--- src/rtl/regfile_pkg.sv ---
// Shared constants and arbiter state encoding for the register-file write path.
// Latency: none (declarations only).
// Backpressure: none (declarations only).
package regfile_pkg;

    localparam int         RF_DATA_W   = 16;
    localparam int         RF_ADDR_W   = 3;
    localparam int         RF_DEPTH    = 8;
    localparam logic [2:0] RF_ZERO_REG = 3'd0;

    typedef enum logic {
        ARB_IDLE   = 1'b0,
        ARB_LOCKED = 1'b1
    } arb_state_t;

endpackage

--- src/rtl/rr_priority_pick.sv ---
// Rotating priority pick: first set bit of valid at or after ptr, wrapping modulo N.
// Latency: purely combinational.
// Backpressure: none; any is low when no bit of valid is set.
module rr_priority_pick #(
    parameter int N     = 2,
    parameter int IDX_W = 1
) (
    input  logic [N-1:0]     valid,
    input  logic [IDX_W-1:0] ptr,
    output logic [N-1:0]     grant,
    output logic [IDX_W-1:0] idx,
    output logic             any
);

    int               pos;
    logic [IDX_W-1:0] p;

    always_comb begin
        grant = '0;
        idx   = '0;
        any   = 1'b0;
        pos   = 0;
        p     = '0;
        for (int k = 0; k < N; k++) begin
            pos = int'(ptr) + k;
            if (pos >= N) begin
                pos = pos - N;
            end
            p = IDX_W'(pos);
            if (!any && valid[p]) begin
                any      = 1'b1;
                grant[p] = 1'b1;
                idx      = p;
            end
        end
    end

endmodule

--- src/rtl/regfile_write_arbiter.sv ---
// Round-robin arbiter with lock sharing the register-file write port; ARB_GRANT_CNT_EN adds per-requester grant counters.
// Latency: transfer at posedge N drives rf_we/addr/data registered from posedge N until N+1.
// Backpressure: one-hot req_ready, at most one transfer per cycle; a locked owner excludes all others.
module regfile_write_arbiter
    import regfile_pkg::*;
#(
    parameter int NUM_REQ = 2,
    parameter int DATA_W  = RF_DATA_W,
    parameter int ADDR_W  = RF_ADDR_W,
    localparam int OWN_W  = (NUM_REQ > 1) ? $clog2(NUM_REQ) : 1
) (
    input  logic                      clk,
    input  logic                      rst,
    input  logic [NUM_REQ-1:0]        req_valid,
    input  logic [NUM_REQ-1:0]        req_lock,
    input  logic [ADDR_W*NUM_REQ-1:0] req_addr,
    input  logic [DATA_W*NUM_REQ-1:0] req_data,
    output logic [NUM_REQ-1:0]        req_ready,
    output logic                      rf_we,
    output logic [ADDR_W-1:0]         rf_addr_write,
    output logic [DATA_W-1:0]         rf_data_in,
    output logic                      arb_locked,
    output logic [OWN_W-1:0]          arb_owner
`ifdef ARB_GRANT_CNT_EN
   ,output logic [16*NUM_REQ-1:0]     grant_cnt
`endif
);

    arb_state_t         state, state_nxt;
    logic [OWN_W-1:0]   rr_ptr, rr_nxt;
    logic [OWN_W-1:0]   gnt_idx;
    logic [NUM_REQ-1:0] pick_grant;
    logic [OWN_W-1:0]   pick_idx;
    logic               pick_any;
    logic               xfer;
    logic [ADDR_W-1:0]  sel_addr;
    logic [DATA_W-1:0]  sel_data;
    logic               sel_lock;

    function automatic logic [OWN_W-1:0] wrap_inc(input logic [OWN_W-1:0] i);
        return (int'(i) >= NUM_REQ - 1) ? '0 : i + OWN_W'(1);
    endfunction

    rr_priority_pick #(
        .N     (NUM_REQ),
        .IDX_W (OWN_W)
    ) u_pick (
        .valid (req_valid),
        .ptr   (rr_ptr),
        .grant (pick_grant),
        .idx   (pick_idx),
        .any   (pick_any)
    );

    always_comb begin
        req_ready = '0;
        gnt_idx   = pick_idx;
        state_nxt = state;
        rr_nxt    = rr_ptr;

        case (state)
            ARB_IDLE: begin
                req_ready = pick_any ? pick_grant : '0;
                gnt_idx   = pick_idx;
            end
            ARB_LOCKED: begin
                req_ready[arb_owner] = req_valid[arb_owner];
                gnt_idx              = arb_owner;
            end
            default: ;
        endcase

        // No handshake may complete while reset is asserted.
        if (!rst) begin
            req_ready = '0;
        end

        xfer     = |(req_valid & req_ready);
        sel_addr = req_addr[int'(gnt_idx) * ADDR_W +: ADDR_W];
        sel_data = req_data[int'(gnt_idx) * DATA_W +: DATA_W];
        sel_lock = req_lock[gnt_idx];

        case (state)
            ARB_IDLE: begin
                if (xfer) begin
                    if (sel_lock) begin
                        state_nxt = ARB_LOCKED;
                    end else begin
                        rr_nxt = wrap_inc(gnt_idx);
                    end
                end
            end
            ARB_LOCKED: begin
                // Owner dropping valid or clearing lock both release the port.
                if (!xfer || !sel_lock) begin
                    state_nxt = ARB_IDLE;
                    rr_nxt    = wrap_inc(arb_owner);
                end
            end
            default: state_nxt = ARB_IDLE;
        endcase
    end

    always_ff @(posedge clk) begin
        if (!rst) begin
            state         <= ARB_IDLE;
            rr_ptr        <= '0;
            arb_owner     <= '0;
            rf_we         <= 1'b0;
            rf_addr_write <= '0;
            rf_data_in    <= '0;
        end else begin
            state  <= state_nxt;
            rr_ptr <= rr_nxt;
            // r0 writes complete the handshake but never reach the register file.
            rf_we  <= xfer && (sel_addr != ADDR_W'(RF_ZERO_REG));
            if (xfer) begin
                rf_addr_write <= sel_addr;
                rf_data_in    <= sel_data;
                arb_owner     <= gnt_idx;
            end
        end
    end

    assign arb_locked = (state == ARB_LOCKED);

`ifdef ARB_GRANT_CNT_EN
    for (genvar i = 0; i < NUM_REQ; i++) begin : g_cnt
        logic [15:0] cnt;

        always_ff @(posedge clk) begin
            if (!rst) begin
                cnt <= '0;
            end else if (req_valid[i] && req_ready[i] && (cnt != 16'hFFFF)) begin
                cnt <= cnt + 16'd1;
            end
        end

        assign grant_cnt[i*16 +: 16] = cnt;
    end
`endif

    a_ready_onehot: assert property (@(posedge clk) $onehot0(req_ready));

endmodule

--- config.mk ---
export PLATFORM = sky130hd
export DESIGN_NAME = regfile_write_arbiter
export DESIGN_NICKNAME = d
export VERILOG_FILES = /design/src/rtl/regfile_pkg.sv /design/src/rtl/rr_priority_pick.sv /design/src/rtl/regfile_write_arbiter.sv
export SDC_FILE = /design/constraint.sdc
export NUM_CORES = 1
export LEC_CHECK = 0
export ABC_AREA = 0
export BUFFER_PORTS_ARGS = -buffer_cell sky130_fd_sc_hd__buf_4
export CORE_UTILIZATION = 41
export DETAILED_ROUTE_END_ITERATION = 6
export PLACE_DENSITY = 0.78
export SETUP_SLACK_MARGIN = 0.02
export SLEW_MARGIN = 10
export SYNTH_ARGS = -nofsm -noshare
export SYNTH_HDL_FRONTEND = slang
export SYNTH_SLANG_ARGS = --single-unit
--- constraint.sdc ---
create_clock -name clk -period 1.5 [get_ports clk]
set_clock_uncertainty 0.15 [all_clocks]
set_input_delay 0.075 -clock clk [delete_from_list [all_inputs] [get_ports clk]]
set_output_delay 0.075 -clock clk [all_outputs]
set_load 0.01 [all_outputs]
==> results of run 1 <==
[Yosys cell counts, types with 2 or more instances]
cell type,n
sky130_fd_sc_hd__nand2_1,41
sky130_fd_sc_hd__dfxtp_1,23
sky130_fd_sc_hd__a31oi_1,19
sky130_fd_sc_hd__o21ai_1,19
sky130_fd_sc_hd__buf_2,4
sky130_fd_sc_hd__buf_4,4
sky130_fd_sc_hd__a21oi_1,2
sky130_fd_sc_hd__clkbuf_1,2
sky130_fd_sc_hd__inv_1,2
sky130_fd_sc_hd__o21a_1,2
sky130_fd_sc_hd__o21ai_0,2
[power by group through the flow]
stage / Combinational (mW) / Sequential, mW / Clock, mW
2_1_floorplan: 0.172 / 0.733 / 0
3_3_place_gp: 0.418 / 0.706 / 0
3_5_place_dp: 0.432 / 0.710 / 0
4_1_cts: 0.522 / 0.699 / 0.298
5_1_grt: 0.700 / 0.713 / 0.330
6_report: 0.667 / 0.711 / 0.302
[cell families after synthesis]
| kind of cell | Yosys count |
|---|---|
| AO/OA/AOI/OAI | 51 |
| buffers and inverters | 12 |
| flip-flops | 23 |
| multiplexers | 1 |
| AND/OR/NAND/NOR | 47 |
[state kept, by name (all words and copies together) (netlist names)]
signal / flops
arb_owner: 1
rf_addr_write: 3
rr_ptr: 1
rf_we: 1
rf_data_in: 16
arb_locked: 1
[final cells by class]
cell class | instances | share of cell area, %
Timing Repair Buffer | 125 | 49.6
Multi-Input combinational cell | 99 | 26.0
Sequential cell | 23 | 21.3
Tap cell | 28 | 1.60
Clock buffer | 4 | 1.20
Inverter | 2 | 0.342
[metal layers]
layer,global-route usage [%],part of all wire (%)
met1,36.1,32
met4,21.9,9.1
met3,6.96,10
met5,0,0
met2,67.7,48
[what timing repair did]
item | 4_1_cts | 5_1_grt
setup buffers | 0 | 4
hold buffers | 42 | 0
pin swaps | 1 | 5
setup endpoints to repair | 6 | 23
cloned | 0 | 1
gates resized for setup | 5 | 29
hold endpoints to repair | 23 | 0
[worst max-delay path, cell delays in order (launching register included)]
cell and delay [ns]:
sky130_fd_sc_hd__dfxtp_2 0.35, sky130_fd_sc_hd__and2b_2 0.26, sky130_fd_sc_hd__o21ai_2 0.18, sky130_fd_sc_hd__and3_4 0.23, sky130_fd_sc_hd__buf_6 0.10
[stage by stage]
stage	hold slack, ns	setup TNS, ns
after CTS	-0.0125	-0.00354
after global routing	0.0467	-3.97
final	0.0737	-1.88
after detailed placement	0.200	0
after floorplan	0.0598	0
after global placement	0.195	0
[worst max-delay path by stage]
| stage | startpoint | end | slack (ns) | cells after the start |
|---|---|---|---|---|
| floorplan | arb_locked$_SDFF_PN0_ | rf_addr_write[2]$_SDFFE_PN0N_ | 0.16 | 5 |
| global placement | rr_ptr$_SDFFE_PN0P_ | arb_locked$_SDFF_PN0_ | 0.11 | 5 |
| detailed placement | rr_ptr$_SDFFE_PN0P_ | rf_data_in[14]$_SDFFE_PN0N_ | 0.03 | 5 |
| CTS | rr_ptr$_SDFFE_PN0P_ | req_ready[1] | -0.004 | 4 |
| global route | arb_locked$_SDFF_PN0_ | rf_data_in[12]$_SDFFE_PN0N_ | -0.29 | 5 |
| finish | rr_ptr$_SDFFE_PN0P_ | req_ready[1] | -0.18 | 4 |
==> flow_results.org, run 1 <==
** Pwr
- Power share of the combinational group :: approximately two fifths
- Lkg Pwr :: between 1 and 1.5 nW
- Switching power total :: approximately 0.56 mW
- VDD sags by at most between 0.7 and 0.8 mV.
- Dividing total power by cell area gives a power density of between 700 and 800 nW/µm².
- Summing internal, switching and leakage power gives around 1.7 mW.
- The internal portion of the total power is ~1.1 mW.
- Sw frac :: around 33%
- The clock network is responsible for 18.0% of the overall power.
- Registers are responsible for 42.3% of the overall power.

** Yosys
- Of the total synthesized cell area, the portion taken by XOR and XNOR cells is 0%.
- Summing the areas of all and, or, nand and nor instances in the mapped netlist gives roughly 19% of the synthesized area.
- Synthesis produced roughly 130 cells.
- Synthesized cell area :: about 1000 µm²
- Most used flip-flop cell after synthesis :: sky130_fd_sc_hd__dfxtp_1
- Post-synthesis compound-gate area fraction :: between 20% and 30%
- In this run the mean area of a mapped cell was 7.73 µm².
- When the netlist entered floorplanning its net count stood at between 150 and 200.
- Adder-cell area share of the yosys netlist :: 0%
- Combinational family with the most area after synthesis :: compound AO/OA/AOI/OAI gates
- After synthesis, flip-flops and latches occupy between 40% and 50% of the total area.
- Fraction of synthesized cell area taken by the top area cell type :: between 40% and 50%
- After synthesis, the share of flip-flops with an asynchronous set or reset is 0%.
- For this run, the number of Yosys warnings is 0.
- Multiplexer share of the synthesized area :: 0.966%
- Count of state elements after synthesis :: 23
- Post-synth EDFFs :: 0
- Cell taking the most area after synthesis :: sky130_fd_sc_hd__dfxtp_1
- After synthesis, the cell types taking the most area are sky130_fd_sc_hd__dfxtp_1 44%, sky130_fd_sc_hd__nand2_1 15%, sky130_fd_sc_hd__a31oi_1 11%.
- After synthesis, the netlist uses 25 different library cells.

** Global route
- The initial antenna violation count came to 0.
- Total routing resource utilization after global routing :: around 36%
- The total overflow left after global routing is 0.
- Pin count of the biggest net entering global routing :: 21
- The via count of the first global-routing pass was about 1600.
- First-pass GRT wire length :: about 7.1 mm

** Timing
- At the pin with the least slew margin, the transition time is between 0.7 and 0.8 ns.
- Count of final max-slew check failures :: 0
- Endpoints failing hold :: 0
- Crit path setup slack, layout :: -0.181 ns
- Static timing analysis puts the maximum clock frequency at 595 MHz.
- Setup violations remaining at the end of the flow were counted as 23.
- Remaining max-slew budget at the tightest pin :: about 51%
- Setup repair after global routing could not meet its margin everywhere.
- Final clock period utilization by the worst path :: 112%
- Counting I/O delays and the setup requirement, the final critical path takes between 1.5 and 2 ns.

** Critical path
- CP Data Arrival Time :: approximately 1.5 ns
- Startpoint of the lowest-slack register-to-register path :: arb_locked$_SDFF_PN0_
- Startpoint Class :: flop
- Maximum fanout count along the critical path :: 3
- The critical path is of the flop to output pin type.
- The endpoint identified for the worst register-to-register timing path is rf_data_in[12]$_SDFFE_PN0N_.
- R2R Setup Slk :: -0.15 ns
- Counting cells, the worst reg-to-reg path comes to 5.
- Setup crit end kind :: output pin
- For the worst setup path, the data required time is around 1.3 ns.

** Clocking
- The clock passes through at most 2 buffers.
- After clock tree synthesis, the clock-pin slew on the worst setup and hold paths is 0.14 ns.
- TritonCTS built the clock tree.
- At the later pin of the worst-skew pair, clock insertion delay measures ~0.33 ns.
- In this run the number of H-tree levels came out at 1.
- Inserted Clock Buffers :: 3
- Library cell used as clock root buffer :: sky130_fd_sc_hd__clkbuf_4
- The clock drives 23 sinks.

** Finish
- Summing all multi-input logic gate instances after layout gives 571 µm².
- Summing all non-filler instances in the final layout gives an area of 2190 µm².
- The number of antenna diodes in the final layout is 0.
- Highest-count cells in the layout ignoring fill and taps :: 73 x sky130_fd_sc_hd__buf_4, 41 x sky130_fd_sc_hd__dlygate4sd3_1, 35 x sky130_fd_sc_hd__nand2_1
- Filler cell count :: 59
- Nets :: around 300
- Once layout is complete, the cells apart from fillers number approximately 280.
- Growth of design area from synthesis to finish :: 112%
- Share of layout cells above drive strength 1 :: 41.1%
- For this run, the share of the core covered by cells in the final layout is around 95%.
- In the final layout, flip-flops and latches occupy about 470 µm².
- Leaving out fill and tap cells, the most frequent cell in the layout is sky130_fd_sc_hd__buf_4.

** Floorplan
- The die covers about 2700 µm².
- The floorplan has 17 rows.
- Horiz. Die Dim :: 52.3 µm
- In this run the vertical extent of the chip is 52.3 µm.
- Placeable core region :: approximately 2300 µm²
- Starting density of the core :: a little under half
- Number of top-level pins :: around 70

** Route
- Routed wire length per instance :: roughly 23 µm
- DRC viols :: 0
- The routed layout has between 1500 and 2000 vias.
- In this run the remaining antenna-violating nets after routing total 0.
- Count of routing violations after the opening detailed-route iteration :: 148
- Via-per-instance ratio :: 6.31
- Total wire length :: 6.34 mm
- Router iterations before antenna repair :: 7

** Placed design
- Input and output buffers added on the ports amount to 67.
- Placed cell area :: ~1600 µm²
- GP Congestion :: 0.733
- The HPWL after detailed placement is between 2 and 2.5 mm.
- Pre-CTS setup slack :: about 0.032 ns
- Counting tap cells, the placed design contains a total of 230 instances.

** Min path
- In this run the most critical hold path is launched from rst.
- The worst hold path belongs to the class input port to flop.
- Worst hold stages :: 3
- The worst hold path terminates at arb_owner$_SDFFE_PN0N_.

** Outcome
- The flow ran to the end, but the final reports show violations.
- The final reports fail on negative setup slack.

** Flow run
- Maximum Capacitance Violations :: 0
Note: power is estimated with default switching activity, not from simulation.
==> inputs of run 2 (changes only) <==
--- a/config.mk
+++ b/config.mk
@@ -7,7 +7,8 @@
 export LEC_CHECK = 0
 export ABC_AREA = 0
 export BUFFER_PORTS_ARGS = -buffer_cell sky130_fd_sc_hd__buf_4
-export CORE_UTILIZATION = 41
+export CORE_UTILIZATION = 39
+export CTS_BUF_LIST = sky130_fd_sc_hd__clkbuf_4
 export DETAILED_ROUTE_END_ITERATION = 6
 export PLACE_DENSITY = 0.78
 export SETUP_SLACK_MARGIN = 0.02
==> constraint.sdc (replaced) <==
create_clock -name clk -period 1.4 [get_ports clk]
set_clock_uncertainty 0.15 [all_clocks]
set_input_delay 0.07 -clock clk [delete_from_list [all_inputs] [get_ports clk]]
set_output_delay 0.07 -clock clk [all_outputs]
set_load 0.01 [all_outputs]
==> flow_results.org, run 2 (synthesis gave the netlist of run 1 again) <==
** Critical path
- In this run the worst path has a maximum fanout of 14.
- R2R Setup Slk :: -0.17 ns
- Worst EP required :: 1.50 ns
- STA classifies the critical path startpoint as a flop.
- The setup path with the least slack is of type flop to flop.
- Setup crit end kind :: flop
- CP Data Arrival Time :: ~1.7 ns

** Clocking
- Clock latency on the worst-skew pair, taken at its later pin, is slightly above 0.3 ns.
- The tree built by TritonCTS fans out to 23 sinks.
- After clock tree synthesis, the clock-pin slew on the worst setup and hold paths is around 0.13 ns.
- No sink is reached through more buffers than the 2 on the longest clock path.
- In this run the number of H-tree levels came out at 1.
- Clock tree from TritonCTS :: built
- Library cell used as clock root buffer :: sky130_fd_sc_hd__clkbuf_4
- Inserted Clock Buffers :: 3

** Timing
- Tmin final :: about 1.6 ns
- Setup repair after global routing missed its margin :: yes
- Remaining max-slew budget at the tightest pin :: between 80% and 90%
- Setup violations remaining at the end of the flow were counted as 24.
- Worst slew pin tran :: between 0.2 and 0.3 ns
- Final clock period utilization by the worst path :: 112%
- Endpoints failing hold :: 0
- Crit path setup slack, layout :: -0.166 ns
- Achievable clock frequency :: 639 MHz
- Count of final max-slew check failures :: 0

** Route
- Count of routing violations after the opening detailed-route iteration :: between 90 and 100
- Post-Route M1 WL :: 1.92 mm
- In this run the remaining antenna-violating nets after routing total 0.
- After detailed routing, the number of vias per cell comes to 5.97.
- The detailed router used layers up to and including met4.
- Number of vias in the routed layout :: about 1700
- Routed wire length per instance :: ~19 µm
- Met2 Wirelength :: roughly 2.6 mm
- Metal3 WL :: roughly 540 µm
- DRC viols :: 0
- Total wire length :: roughly 5.4 mm
- The first detailed-routing pass took 7 iterations.

** Floorplan
- Number of top-level pins :: 68
- The floorplan step set the die height to around 54 µm.
- The core region is between 2000 and 2500 µm².
- The floorplan step defined a die boundary enclosing roughly 2900 µm².
- For this configuration, the core starts out at a cell density of between 40% and 50%.
- Horiz. Die Dim :: between 50 and 60 µm
- Rows :: 18

** Global route
- Pin count of the biggest net entering global routing :: 26
- Antenna violations before repair :: 0
- GRT Residual Overflow :: 0
- Total routing resource utilization after global routing :: 37.3%
- The first global-routing pass estimated 7.45 mm of wire.
- Number of global-route vias before repair :: approximately 1600

** Pwr
- Power spread over the standard cell area amounts to 815 nW/µm².
- Summed over all cells, the static leakage comes to about 1.0 nW.
- Peak ir drop on the vdd network :: about 0.66 mV

** Finish
- Ant. Diodes :: 0
- The post-route netlist has 38.2% of its cells at a drive strength greater than 1.
- Most frequent standard cell in the layout excluding fill and tap cells :: sky130_fd_sc_hd__buf_4
- Cells fill a little under nine tenths of the core in the end.
- Max FFs per register :: 16
- Highest-count cells in the layout ignoring fill and taps :: 74 x sky130_fd_sc_hd__buf_4, 41 x sky130_fd_sc_hd__dlygate4sd3_1, 40 x sky130_fd_sc_hd__nand2_1
- Registers with the most flip-flops :: rf_data_in (16), rf_addr_write (3)
- Filler cell count :: ~120
- Largest Register :: rf_data_in
- Growth of design area from synthesis to finish :: 107%
- The final layout contains between 200 and 300 nets.
- Once layout is done, the placed cells without fillers occupy between 2000 and 2500 µm².

** Outcome
- Failing checks :: negative setup slack
- The run finished, with violations left.

** Placed design
- The placed instances occupy a cell area of approximately 1600 µm².
- Input and output buffers added on the ports amount to 67.
- Once detailed placement completed, the half-perimeter wirelength came to ~2.1 mm.
- Routability-driven placement finished with a final weighted congestion of around 0.74.

** Min path
- The path class of the tightest hold or removal check is input port to flop.

** Flow run
- Maximum Capacitance Violations :: 0
## run 2: cell types whose count changed in the layout (fill, tap and decap cells not counted), moves of 3 or more
| cell | previous run | this run |
|---|---|---|
| sky130_fd_sc_hd__a31oi_1 | 19 | 16 |
| sky130_fd_sc_hd__buf_6 | 9 | 3 |
| sky130_fd_sc_hd__nand2_1 | 35 | 40 |
| sky130_fd_sc_hd__buf_12 | 0 | 3 |
| sky130_fd_sc_hd__a31oi_2 | 0 | 3 |
| sky130_fd_sc_hd__nand2_2 | 6 | 1 |
## run 2: power by group
group | switching, mW | leakage [nW] | internal, mW
Sequential | 0.0443 | 0.192 | 0.715
Combinational | 0.301 | 0.793 | 0.356
Clock | 0.228 | 0.0177 | 0.107
Total | 0.574 | 1.00 | 1.18
## run 2: repair_timing
action / 4_1_cts / 5_1_grt
gates resized for setup: 11 / 4
cloned: 0 / 0
hold endpoints to repair: 23 / 0
pin swaps: 8 / 2
setup buffers: 3 / 0
endpoints found under the setup margin: 16 / 24
hold buffers: 41 / 0
## run 2: critical path, cell delays in order, from the launching register on
cell and delay, ns:
sky130_fd_sc_hd__dfxtp_2 0.35, sky130_fd_sc_hd__and2b_1 0.21, sky130_fd_sc_hd__buf_4 0.15, sky130_fd_sc_hd__o21ai_4 0.18
sky130_fd_sc_hd__buf_12 0.17, sky130_fd_sc_hd__nand2_1 0.10, sky130_fd_sc_hd__a31oi_2 0.20
## run 2: per-stage QoR
stage	power [mW]	cells	worst slack (ns)	hold WS (ns)	setup TNS [ns]
5_1_grt	1.80	279	-0.200	0.0281	-3.10
6_report	1.75	279	-0.166	0.0165	-2.17
4_1_cts	1.66	279	-0.108	-0.00397	-0.364
2_1_floorplan	0.970	134	0.0567	0.0548	0
3_3_place_gp	1.22	231	0.0144	0.190	0
3_5_place_dp	1.23	231	-0.00371	0.192	-0.00371
## run 2: path summary, 6_finish.rpt
path | start | endpoint | cells after the start
hold / removal | req_valid[0] | arb_owner$_SDFFE_PN0N_ | 3
setup reg to reg | rr_ptr$_SDFFE_PN0P_ | rf_data_in[11]$_SDFFE_PN0N_ | 6
hold reg to reg | rf_data_in[13]$_SDFFE_PN0N_ | rf_data_in[13]$_SDFFE_PN0N_ | 2
setup / recovery | rr_ptr$_SDFFE_PN0P_ | rf_data_in[11]$_SDFFE_PN0N_ | 6
## run 2: cell type report
| class | instances | area [µm²] | area share [%] |
|---|---|---|---|
| Clock buffer | 3 | 22.5 | 1.05 |
| Sequential cell | 23 | 467 | 21.7 |
| Timing Repair Buffer | 121 | 1060 | 49.3 |
| Inverter | 2 | 7.51 | 0.349 |
| Clock inverter | 1 | 5.00 | 0.233 |
| Tap cell | 30 | 37.5 | 1.75 |
| Multi-Input combinational cell | 99 | 551 | 25.6 |
## run 2: per-layer routing
layer  track usage [%]  vias to the layer above
li1                  -                      707
met1              42.2                      753
met2              62.7                      162
met3              6.50                       45
met4              26.8                        0
met5                 0                        -
==> inputs of run 3 (changes only) <==
==> constraint.sdc (replaced) <==
create_clock -name clk -period 1.33 [get_ports clk]
set_clock_uncertainty 0.15 [all_clocks]
set_input_delay 0.0665 -clock clk [delete_from_list [all_inputs] [get_ports clk]]
set_output_delay 0.0665 -clock clk [all_outputs]
set_load 0.01 [all_outputs]
==> flow_results.org, run 3 (synthesis gave the netlist of run 1 again) <==
** Critical path
- Startpoint of the lowest-slack register-to-register path :: rr_ptr$_SDFFE_PN0P_
- Setup crit end kind :: flop
- In this run the worst path has a maximum fanout of 8.
- Worst EP required :: 1.42 ns
- By startpoint and endpoint, the worst setup path is classified as flop to flop.
- Startpoint Class :: flop
- Worst reg2reg path endpoint :: rf_data_in[14]$_SDFFE_PN0N_
- Data arrives at the worst endpoint at between 1.5 and 2 ns.
- R2R Setup Slk :: -0.39 ns
- Depth of the worst register-to-register path :: 6

** Min path
- The worst hold path passes through 3 cells.
- The worst hold path terminates at arb_owner$_SDFFE_PN0N_.
- Path category of the worst min-delay check :: input port to flop
- Hold Crit Start :: req_valid[0]

** Pwr
- Dividing total power by cell area gives a power density of around 860 nW/µm².
- IR analysis of the VDD net gives a maximum drop of between 0.8 and 0.9 mV.
- Power share of the combinational group :: 41.1%
- For this design the static power due to leakage is around 1.1 nW.
- Clk pwr share :: 18.8%
- Internal power comes to 1.28 mW.
- The analysis attributes to net switching a power of slightly above 0.7 mW.
- Reg power frac :: roughly two fifths
- Net switching is ~36% of the power.

** Timing
- The final critical path takes up 129% of the cycle.
- Achievable clock frequency :: roughly 580 MHz
- The smallest clock period supported by the final layout is computed as 1.72 ns.
- Setup Viol. Count Final :: 25
- Worst slew pin tran :: roughly 0.55 ns
- Headroom to the max-slew limit came out at between 60% and 70%.
- The final number of hold-violating endpoints came to 0.
- Setup repair after global routing missed its margin :: yes
- The number of slew-limit violations in the final report was 0.
- In the post-route analysis, the smallest setup slack over all paths is -0.388 ns.
- Hold_ws :: between 0.03 and 0.04 ns

** Clocking
- Clock tree synthesis selected as its root buffer the cell sky130_fd_sc_hd__clkbuf_4.
- In this run the number of H-tree levels came out at 1.
- Counting every sink on the clock net gives 23.
- Counting the buffers created by CTS gives 3.
- Clock Path Buffers :: 2
- Clock latency at the later pin of the worst-skew pair :: around 0.32 ns
- TritonCTS built the clock tree.
- Clock Pin Slew Worst Setup and Hold Paths :: around 0.16 ns

** Finish
- The register with the most flip-flops in the layout has 16 of them.
- Relative to the synthesized area, the layout overhead comes to 125%.
- The post-route netlist has about 46% of its cells at a drive strength greater than 1.
- Highest-count cells in the layout ignoring fill and taps :: 80 x sky130_fd_sc_hd__buf_4, 41 x sky130_fd_sc_hd__dlygate4sd3_1, 38 x sky130_fd_sc_hd__nand2_1
- Nets :: approximately 310
- The library cell used most frequently in the layout, excluding fill and tap cells, is sky130_fd_sc_hd__buf_4.
- The filler cells instantiated in the layout total 78.
- Largest Register :: rf_data_in
- Registers with the most flip-flops :: rf_data_in (16), rf_addr_write (3)
- Cell area after layout :: roughly 2300 µm²

** Global route
- For met3 alone, demand over resource in global routing was ~8.8%.
- GRT Residual Overflow :: 0
- The first global-routing pass estimated about 7.5 mm of wire.
- In this run the most used layer during global routing was met2.
- Total routing resource utilization after global routing :: a little under two fifths
- The initial antenna violation count came to 1.
- Global routing consumed, on the met2 layer, a little over three fifths of the routing resources.
- Number of global-route vias before repair :: ~1600
- Pin count of the biggest net entering global routing :: 23
- Met1 track demand over resource :: a little over two fifths

** Floorplan
- Starting density of the core :: approximately 41%
- The core region is approximately 2500 µm².
- The die covers about 2900 µm².
- Rows :: 18
- In this run the vertical extent of the chip is 53.5 µm.
- 68 I/O pins were placed.
- The die is approximately 54 µm wide.

** Route
- After detailed routing, the average wire length per cell comes to 25.1 µm.
- For this run, the detailed router's first-pass iteration total came to 5.
- DRC viols :: 0
- Dividing the detail-routed via count by the number of cells gives approximately 6.7.
- For this block, the routed nets add up to 7.31 mm of wire.
- Across all layers, the routed design uses 1938 vias.
- Once detail routing completed, the nets flagged for antenna violations numbered 0.
- Count of routing violations after the opening detailed-route iteration :: about 210

** Placed design
- Routability-driven placement finished with a final weighted congestion of roughly 0.8.
- Port buffering added 67 buffers.
- HPWL after detailed placement :: about 2.3 mm
- Placed cell area :: 1620 µm²

** Outcome
- The flow ran to the end, but the final reports show violations.
- The checks that failed: negative setup slack.

** Flow run
- Maximum Capacitance Violations :: 0
-- run 3: worst max-delay path by stage --
stage | startpoint | depth (start not counted) | endpoint | slack (ns)
3_5_place_dp | rr_ptr$_SDFFE_PN0P_ | 5 | rf_data_in[6]$_SDFFE_PN0N_ | -0.07
2_1_floorplan | rr_ptr$_SDFFE_PN0P_ | 4 | arb_owner$_SDFFE_PN0N_ | 0.04
4_1_cts | rr_ptr$_SDFFE_PN0P_ | 4 | req_ready[1] | -0.16
5_1_grt | rr_ptr$_SDFFE_PN0P_ | 6 | rf_data_in[14]$_SDFFE_PN0N_ | -0.59
3_3_place_gp | arb_locked$_SDFF_PN0_ | 5 | rf_addr_write[1]$_SDFFE_PN0N_ | 0.01
6_report | rr_ptr$_SDFFE_PN0P_ | 6 | rf_data_in[14]$_SDFFE_PN0N_ | -0.39
-- run 3: metrics by stage --
stage          utilization [%]  power (mW)  TNS, ns  cells  setup WS [ns]
2_1_floorplan                -        1.02        0    134         0.0449
3_3_place_gp              64.7        1.28        0    232         0.0106
3_5_place_dp              64.7        1.29   -0.579    232        -0.0652
4_1_cts                   85.2        1.72    -1.22    281         -0.160
5_1_grt                   93.3        2.04    -6.29    291         -0.585
6_report                  93.3        2.01    -5.77    291         -0.388
-- run 3: layout make-up --
| class | count | area, µm² | share of cell area, % |
|---|---|---|---|
| timing repair buffer | 132 | 1140 | 49.0 |
| multi-input combinational | 99 | 644 | 27.6 |
| sequential | 23 | 469 | 20.1 |
| tap | 30 | 37.5 | 1.61 |
| clock buffer | 3 | 22.5 | 0.966 |
| inverter | 2 | 7.51 | 0.322 |
| clock inverter | 1 | 5.00 | 0.215 |
| antenna | 1 | 2.50 | 0.107 |
-- run 3: per-layer routing --
layer	part of all wire (%)	up-vias
met3	14	102
li1	-	728
met5	0	-
met2	42	253
met4	12	0
met1	32	855
-- run 3: critical path: stages, from the launching register on --
cell and delay (ns):
sky130_fd_sc_hd__dfxtp_2 0.37, sky130_fd_sc_hd__and2b_2 0.26, sky130_fd_sc_hd__o21ai_4 0.21, sky130_fd_sc_hd__buf_4 0.15, sky130_fd_sc_hd__buf_6 0.13, sky130_fd_sc_hd__nand2_1 0.08, sky130_fd_sc_hd__a31oi_1 0.28
-- run 3: what timing repair did --
action,4_1_cts,5_1_grt
buffers inserted,4,8
gates cloned,0,2
endpoints found under the setup margin,23,25
gates resized for setup,13,32
pin swaps,2,7
hold buffers,41,0
hold endpoints to repair,23,0
-- run 3: power groups by stage --
stage / clock (mW) / sequential (mW) / combinational [mW]
global route: 0.386 / 0.809 / 0.843
global placement: 0 / 0.800 / 0.477
CTS: 0.316 / 0.788 / 0.612
finish: 0.377 / 0.806 / 0.827
detailed placement: 0 / 0.803 / 0.491
floorplan: 0 / 0.828 / 0.194
